$ cat src/rtl/btb_update_sched_pkg.sv
// Shared BTB write-scheduler types: geometry constants, update payload, FSM states.
package btb_update_sched_pkg;

  localparam int unsigned BTB_num_rows = 256;
  localparam int unsigned BTB_IDX_W    = 8;
  localparam int unsigned BTB_PC_W     = 16;

  typedef struct packed {
    logic [BTB_PC_W-1:0] pc;
    logic                taken;
    logic [BTB_PC_W-1:0] target;
  } btb_upd_t;

  typedef enum logic {
    ST_IDLE  = 1'b0,
    ST_FLUSH = 1'b1
  } sched_state_e;

endpackage

$ cat src/rtl/btb_update_sched_fifo.sv
// Update FIFO for the BTB write scheduler: push/pop/clear, occupancy and head.
// BTB_UPD_COALESCE_EN adds an index-match search and in-place overwrite of the youngest match.
module btb_upd_fifo
  import btb_update_sched_pkg::*;
#(
  parameter int unsigned DEPTH = 4,
  parameter int unsigned IDX_W = BTB_IDX_W,
  localparam int unsigned CNT_W = $clog2(DEPTH + 1),
  localparam int unsigned PTR_W = $clog2(DEPTH)
) (
  input  logic             clk,
  input  logic             reset,
  input  logic             push,
  input  btb_upd_t         push_data,
  input  logic             pop,
  input  logic             clear,
`ifdef BTB_UPD_COALESCE_EN
  input  logic             ovr,
  output logic             match_any,
`endif
  output logic [CNT_W-1:0] count,
  output btb_upd_t         head
);

  btb_upd_t         mem_q [DEPTH];
  btb_upd_t         mem_d [DEPTH];
  logic [PTR_W-1:0] rd_ptr_q, rd_ptr_d;
  logic [PTR_W-1:0] wr_ptr_q, wr_ptr_d;
  logic [CNT_W-1:0] count_q, count_d;

`ifdef BTB_UPD_COALESCE_EN
  logic [PTR_W-1:0] match_slot;
  logic [PTR_W-1:0] slot_c;

  // Walk entries oldest to youngest so the last hit is the youngest; the popping head is excluded.
  always_comb begin
    match_any  = 1'b0;
    match_slot = '0;
    slot_c     = '0;
    for (int k = 0; k < int'(DEPTH); k++) begin
      slot_c = rd_ptr_q + PTR_W'(k);
      if ((k < int'(count_q)) && !(k == 0 && pop) &&
          (mem_q[slot_c].pc[IDX_W-1:0] == push_data.pc[IDX_W-1:0])) begin
        match_any  = 1'b1;
        match_slot = slot_c;
      end
    end
  end
`endif

  always_comb begin
    mem_d    = mem_q;
    rd_ptr_d = rd_ptr_q;
    wr_ptr_d = wr_ptr_q;
    count_d  = count_q;
    if (clear) begin
      rd_ptr_d = '0;
      wr_ptr_d = '0;
      count_d  = '0;
    end else begin
      if (push) begin
        mem_d[wr_ptr_q] = push_data;
        wr_ptr_d        = wr_ptr_q + PTR_W'(1);
      end
`ifdef BTB_UPD_COALESCE_EN
      if (ovr) begin
        mem_d[match_slot] = push_data;
      end
`endif
      if (pop) begin
        rd_ptr_d = rd_ptr_q + PTR_W'(1);
      end
      count_d = count_q + CNT_W'(push) - CNT_W'(pop);
    end
  end

  always_ff @(posedge clk or posedge reset) begin
    if (reset) begin
      for (int i = 0; i < int'(DEPTH); i++) begin
        mem_q[i] <= '0;
      end
      rd_ptr_q <= '0;
      wr_ptr_q <= '0;
      count_q  <= '0;
    end else begin
      mem_q    <= mem_d;
      rd_ptr_q <= rd_ptr_d;
      wr_ptr_q <= wr_ptr_d;
      count_q  <= count_d;
    end
  end

  assign count = count_q;
  assign head  = mem_q[rd_ptr_q];

endmodule

$ cat src/rtl/btb_update_sched.sv
// Schedules BTB write-port traffic: queued Execute updates with bounded fetch-conflict deferral,
// plus a row-per-cycle flush sequencer. BTB_UPD_COALESCE_EN merges same-index queued updates.
module btb_update_sched
  import btb_update_sched_pkg::*;
#(
  parameter int unsigned DEPTH     = 4,
  parameter int unsigned MAX_DEFER = 4,
  parameter int unsigned NUM_ROWS  = BTB_num_rows,
  parameter int unsigned IDX_W     = BTB_IDX_W,
  localparam int unsigned CNT_W    = $clog2(DEPTH + 1)
) (
  input  logic                clk,
  input  logic                reset,
  input  logic                ex_valid,
  output logic                ex_ready,
  input  logic [BTB_PC_W-1:0] ex_pc,
  input  logic                ex_taken,
  input  logic [BTB_PC_W-1:0] ex_target,
  input  logic                fetch_valid,
  input  logic [BTB_PC_W-1:0] fetch_pc,
  input  logic                flush_req,
  output logic                btb_wr,
  output logic [BTB_PC_W-1:0] btb_w_pc,
  output logic                btb_valid,
  output logic [BTB_PC_W-1:0] btb_bt,
  output logic                busy,
  output logic                flush_done,
  output logic [CNT_W-1:0]    q_count
);

  localparam int unsigned DEF_W = $clog2(MAX_DEFER + 1);
  localparam int unsigned ROW_W = $clog2(NUM_ROWS);

  sched_state_e     state_q, state_d;
  logic [DEF_W-1:0] defer_cnt_q, defer_cnt_d;
  logic [ROW_W-1:0] flush_idx_q, flush_idx_d;
  logic             flush_done_q, flush_done_d;

  btb_upd_t head;
  btb_upd_t push_data;
  logic     full_c, conflict_c, defer_c, pop_c, push_c, clear_c, accept_c;
  logic     unused_fetch_hi;

  assign push_data  = '{pc: ex_pc, taken: ex_taken, target: ex_target};
  assign full_c     = (q_count == CNT_W'(DEPTH));
  assign conflict_c = fetch_valid && (fetch_pc[IDX_W-1:0] == head.pc[IDX_W-1:0]);
  assign defer_c    = conflict_c && (defer_cnt_q < DEF_W'(MAX_DEFER));
  assign pop_c      = (state_q == ST_IDLE) && !flush_req && (q_count != '0) && !defer_c;
  assign clear_c    = (state_q == ST_IDLE) && flush_req;
  assign accept_c   = ex_valid && ex_ready;
  assign unused_fetch_hi = ^fetch_pc[BTB_PC_W-1:IDX_W];

`ifdef BTB_UPD_COALESCE_EN
  logic match_any;
  logic ovr_c;

  assign ex_ready = (state_q == ST_IDLE) && !flush_req && (!full_c || match_any);
  assign ovr_c    = accept_c && match_any;
  assign push_c   = accept_c && !match_any;
`else
  assign ex_ready = (state_q == ST_IDLE) && !flush_req && !full_c;
  assign push_c   = accept_c;
`endif

  btb_upd_fifo #(
    .DEPTH (DEPTH),
    .IDX_W (IDX_W)
  ) u_fifo (
    .clk       (clk),
    .reset     (reset),
    .push      (push_c),
    .push_data (push_data),
    .pop       (pop_c),
    .clear     (clear_c),
`ifdef BTB_UPD_COALESCE_EN
    .ovr       (ovr_c),
    .match_any (match_any),
`endif
    .count     (q_count),
    .head      (head)
  );

  // Next state, counters and write-port drive.
  always_comb begin
    state_d      = state_q;
    defer_cnt_d  = defer_cnt_q;
    flush_idx_d  = flush_idx_q;
    flush_done_d = 1'b0;
    btb_wr       = 1'b0;
    btb_w_pc     = '0;
    btb_valid    = 1'b0;
    btb_bt       = '0;
    unique case (state_q)
      ST_IDLE: begin
        if (flush_req) begin
          state_d     = ST_FLUSH;
          flush_idx_d = '0;
          defer_cnt_d = '0;
        end else if (q_count != '0) begin
          if (defer_c) begin
            defer_cnt_d = defer_cnt_q + DEF_W'(1);
          end else begin
            btb_wr      = 1'b1;
            btb_w_pc    = head.pc;
            btb_valid   = head.taken;
            btb_bt      = head.target;
            defer_cnt_d = '0;
          end
        end
      end
      ST_FLUSH: begin
        btb_wr   = 1'b1;
        btb_w_pc = BTB_PC_W'(flush_idx_q);
        if (flush_req) begin
          flush_idx_d = '0;
        end else if (flush_idx_q == ROW_W'(NUM_ROWS - 1)) begin
          state_d      = ST_IDLE;
          flush_idx_d  = '0;
          flush_done_d = 1'b1;
        end else begin
          flush_idx_d = flush_idx_q + ROW_W'(1);
        end
      end
      default: state_d = ST_IDLE;
    endcase
  end

  always_ff @(posedge clk or posedge reset) begin
    if (reset) begin
      state_q      <= ST_IDLE;
      defer_cnt_q  <= '0;
      flush_idx_q  <= '0;
      flush_done_q <= 1'b0;
    end else begin
      state_q      <= state_d;
      defer_cnt_q  <= defer_cnt_d;
      flush_idx_q  <= flush_idx_d;
      flush_done_q <= flush_done_d;
    end
  end

  assign busy       = (state_q == ST_FLUSH);
  assign flush_done = flush_done_q;

endmodule
$ cat config.mk
export PLATFORM = sky130hd
export DESIGN_NAME = btb_update_sched
export DESIGN_NICKNAME = d
export VERILOG_FILES = /design/src/rtl/btb_update_sched_pkg.sv /design/src/rtl/btb_update_sched_fifo.sv /design/src/rtl/btb_update_sched.sv
export SDC_FILE = /design/constraint.sdc
export NUM_CORES = 1
export LEC_CHECK = 0
export ABC_AREA = 1
export CAP_MARGIN = 40
export CELL_PAD_IN_SITES_DETAIL_PLACEMENT = 1
export CELL_PAD_IN_SITES_GLOBAL_PLACEMENT = 1
export CORE_MARGIN = 8
export CORE_UTILIZATION = 35
export DETAILED_ROUTE_END_ITERATION = 16
export PLACE_DENSITY = 0.64
export SKIP_LAST_GASP = 1
export SLEW_MARGIN = 20
export SYNTH_ARGS = -nofsm -noshare
export SYNTH_HDL_FRONTEND = slang
export SYNTH_SLANG_ARGS = --single-unit
$ cat constraint.sdc
create_clock -name clk -period 5.2 [get_ports clk]
set_clock_uncertainty 0.2 [all_clocks]
set_input_delay 0.52 -clock clk [delete_from_list [all_inputs] [get_ports clk]]
set_output_delay 0.52 -clock clk [all_outputs]
set_load 0.005 [all_outputs]
==> impl_results.md <==
- Min Clock Period, post-route: 4.50 ns
- # IOs: 94
- Hold Crit Class: in -> async
- Total count of max-transition violations in the final report: 0
- Worst setup margin: 0.702 ns
- Element type at the critical path end: output pin
- Synth top area cells: sky130_fd_sc_hd__dfrtp_1 52%, sky130_fd_sc_hd__mux2_2 13%, sky130_fd_sc_hd__o21ai_0 7.7%, sky130_fd_sc_hd__nand2_1 6.6%, sky130_fd_sc_hd__a21oi_1 5.2%
- Cells after Synth: 768
- Depth of the most critical reg-to-reg path: 14
- Count of cells resized by post-cts repair: 0
- R2r setup slk: 1.21 ns
- Leading cell type in the layout, fill and taps excluded: sky130_fd_sc_hd__dfrtp_1
- Via-to-Cell Ratio: 5.07
- Critical R2R Capture: u_fifo.count[2]
- Static Leakage: 4.06 nW
- Share of async-settable or async-resettable flops after synthesis: 1.00
- Final HPWL DP: ~13 mm
- Initial detailed-routing violation count: between 200 and 250
- Floorplan core area: 0.0208 mm2
- Post-CTS setup buffers: 0
- Number of sinks driven by the clock tree: between 150 and 200
- CP Launch Type: flip-flop
- Setup repair after global routing missed its margin: false
- Distinct cell type count of the synthesized netlist: 32
- Die height: between 150 and 200 um
- Main flop type after synthesis: sky130_fd_sc_hd__dfrtp_1
- Library cell contributing the largest single delay on the critical path: sky130_fd_sc_hd__dfrtp_4
- Cell area after technology mapping: 0.00732 mm2
- Worst-Margin Slew: 0.754 ns
- Number of enable-type register cells in the synthesized netlist: 0
- DP Cell Count: 1095
- Detailed Routing Iterations Pass 1: 4
- CTS clock-pin slew for the worst setup and hold paths: ~0.060 ns
- Final Wtd Congestion: around 0.77
- Cell family with the largest share of critical-path delay: buffers and inverters
- Critical path peak fanout: 50
- Maximum number of pins on one net before global-route repair: 88
- Crit path to: btb_bt[2]
- Max layer used: met4
- # DRC: 0
- Critical path depth: 10
- Area added between synthesis and finish: 23.8%
- Synth top area share: 0.519
- Final net count: 904
- Proportion of layout cells with a drive suffix above 1: 0.164
- Via count: roughly 5700
- Startpoint of the most critical setup path: u_fifo.rd_ptr_q[0]
- Worst-case clock buffer depth: 2
- Largest area contributor in the netlist: sky130_fd_sc_hd__dfrtp_1
- Endpoint arrival time on the critical path: between 3 and 4 ns
- Filler Cells Inserted: between 2000 and 2500
- WP data required: 4.48 ns
- CTS tree: done
- Endpoints failing setup: 0
- GR Util All Layers: 0.161
- Port Buf Inserts: 85
- Power density over cell area: between 300 and 400 mW/mm2
- Critical Path, Cell by Cell: inv_2 -> nand2_1 -> nand3_1 -> nand2_1 -> xor2_1 -> nand3_1 -> o21bai_4 -> buf_4 -> a21oi_1 -> clkdlybuf4s50_1
- Initial core utilization: 0.353
- Number of global-route vias before repair: 6304
- Pre-CTS setup slack: 1.09 ns
- Status: finished, final reports clean
- Cts hold-fix bufs: 0
- Routed len/inst: 17.8 um
- Total Die Area: ~0.026 mm2
- R2R Path Start: u_fifo.rd_ptr_q[0]
- Row count: between 50 and 60
- CP peak stage delay: between 0.7 and 0.8 ns
- Sequential area share after synthesis: 0.519
- Sum of overflow across all layers after global routing: 0
- Number of standard cells in the final layout excluding fillers: around 1100
- Util after Layout: 0.437
- Total number of yosys warnings: 0
- Classification of the worst setup path: reg -> out
- H-tree depth: 4
- Remaining antenna violation count: 0
- Clock tree root buffer cell: sky130_fd_sc_hd__clkbuf_16
- Antenna diode count: 0
- Final Hold Viols: 0
- Count of state elements after synthesis: 152
- Met3 WL: 697 um
- Worst supply voltage drop on vdd: between 0.2 and 0.25 mV
- Met2 WL post-DR: 10.1 mm
- Total clock buffers created by CTS: 17
- Wire length of the first global-routing pass: 33.3 mm
- Slew HR: 0.496
- Crit path buf inv count: 3
- Post-synth net total: slightly above 800
- Final wirelength: about 20 mm
- Die extent in x: around 160 um
- M1 wire length: 8.91 mm
- Max frequency: 0.222 GHz
- Antenna violations before repair: 0
- Commonest non-fill, non-tap cells in the layout: 151 x sky130_fd_sc_hd__dfrtp_1, 129 x sky130_fd_sc_hd__nand2_1, 113 x sky130_fd_sc_hd__o21ai_0, 85 x sky130_fd_sc_hd__clkdlybuf4s50_1
- Final period utilization: 0.865
- Max-cap check violation count: 0
- Avg Synthesized Cell Area: 9.54 um2
- Total negative setup slack: 0 ns
- Clk Latency, worst-skew pair: 0.42 ns
[through the flow]
stage               hold slack, ns  total power [mW]  area [um2]
floorplan                    0.254              1.38        7320
global route                 0.154              2.88        9070
finish                       0.153              2.77        9070
detailed placement           0.291              1.48        8390
global placement             0.274              1.46        8360
CTS                          0.305              2.80        9010
[area by class of cell]
class,count,area (um2),area share
multi-input cells,487,2960,0.326
clock buffers,19,433,0.0477
flip-flops and latches,152,3810,0.420
repair buffers,97,1000,0.110
inverters,86,329,0.0363
well taps,275,344,0.0379
clock inverters,13,193,0.0213
[registers in the layout, summed over array words and instances (netlist names)]
name and cells:
u_fifo.mem_q 132, flush_idx_q 8, defer_cnt_q 3, u_fifo.count 3, u_fifo.rd_ptr_q 2, u_fifo.wr_ptr_q 2, busy 1, flush_done 1
[how the worst min path moves through the flow]
stage	from	endpoint	slack, ns	depth (start not counted)
after floorplan	defer_cnt_q[2]	defer_cnt_q[2]	0.25	2
after global placement	defer_cnt_q[1]	defer_cnt_q[1]	0.27	2
after detailed placement	u_fifo.mem_q[114]	u_fifo.mem_q[114]	0.29	1
after CTS	defer_cnt_q[1]	defer_cnt_q[1]	0.30	2
after global routing	reset	u_fifo.mem_q[28]	0.15	2
final	reset	u_fifo.mem_q[96]	0.15	2
[synthesized netlist by cell type (3+ instances only)]
| master | number |
|---|---|
| sky130_fd_sc_hd__nand2_1 | 129 |
| sky130_fd_sc_hd__mux2_2 | 82 |
| sky130_fd_sc_hd__o22ai_1 | 5 |
| sky130_fd_sc_hd__nor2_2 | 5 |
| sky130_fd_sc_hd__a21oi_1 | 76 |
| sky130_fd_sc_hd__inv_1 | 83 |
| sky130_fd_sc_hd__nand3_1 | 23 |
| sky130_fd_sc_hd__clkbuf_1 | 14 |
| sky130_fd_sc_hd__buf_4 | 10 |
| sky130_fd_sc_hd__buf_2 | 6 |
| sky130_fd_sc_hd__dfrtp_1 | 152 |
| sky130_fd_sc_hd__o21ai_0 | 113 |
| sky130_fd_sc_hd__ha_1 | 8 |
| sky130_fd_sc_hd__nor3_1 | 6 |
| sky130_fd_sc_hd__buf_6 | 6 |
| sky130_fd_sc_hd__nor2_1 | 15 |
| sky130_fd_sc_hd__xnor2_1 | 3 |
| sky130_fd_sc_hd__xor2_1 | 7 |
| sky130_fd_sc_hd__nand3b_1 | 3 |
| sky130_fd_sc_hd__buf_1 | 6 |
[routing by layer]
| layer | vias up | GRT usage |
|---|---|---|
| met5 | - | 0 |
| met4 | 0 | 0.0535 |
| met3 | 27 | 0.0397 |
| met2 | 86 | 0.277 |
| met1 | 2918 | 0.194 |
| li1 | 2688 | - |
[cell families after synthesis]
| logic type | Yosys count | synth area share |
|---|---|---|
| flops | 152 | 0.519 |
| compound gates | 199 | 0.140 |
| mux | 82 | 0.126 |
| buf+inv | 129 | 0.0791 |
| xor+xnor | 10 | 0.0120 |
| simple gates | 187 | 0.107 |
| fa+ha+maj | 9 | 0.0164 |
[where the power goes]
| part | switching, mW | total (mW) | leakage [nW] | internal (mW) |
|---|---|---|---|---|
| clock network | 0.505 | 1.31 | 0.299 | 0.809 |
| registers | 0.0271 | 1.26 | 1.87 | 1.24 |
| logic | 0.0988 | 0.191 | 1.90 | 0.0925 |
(Power assumes the default switching activity.)
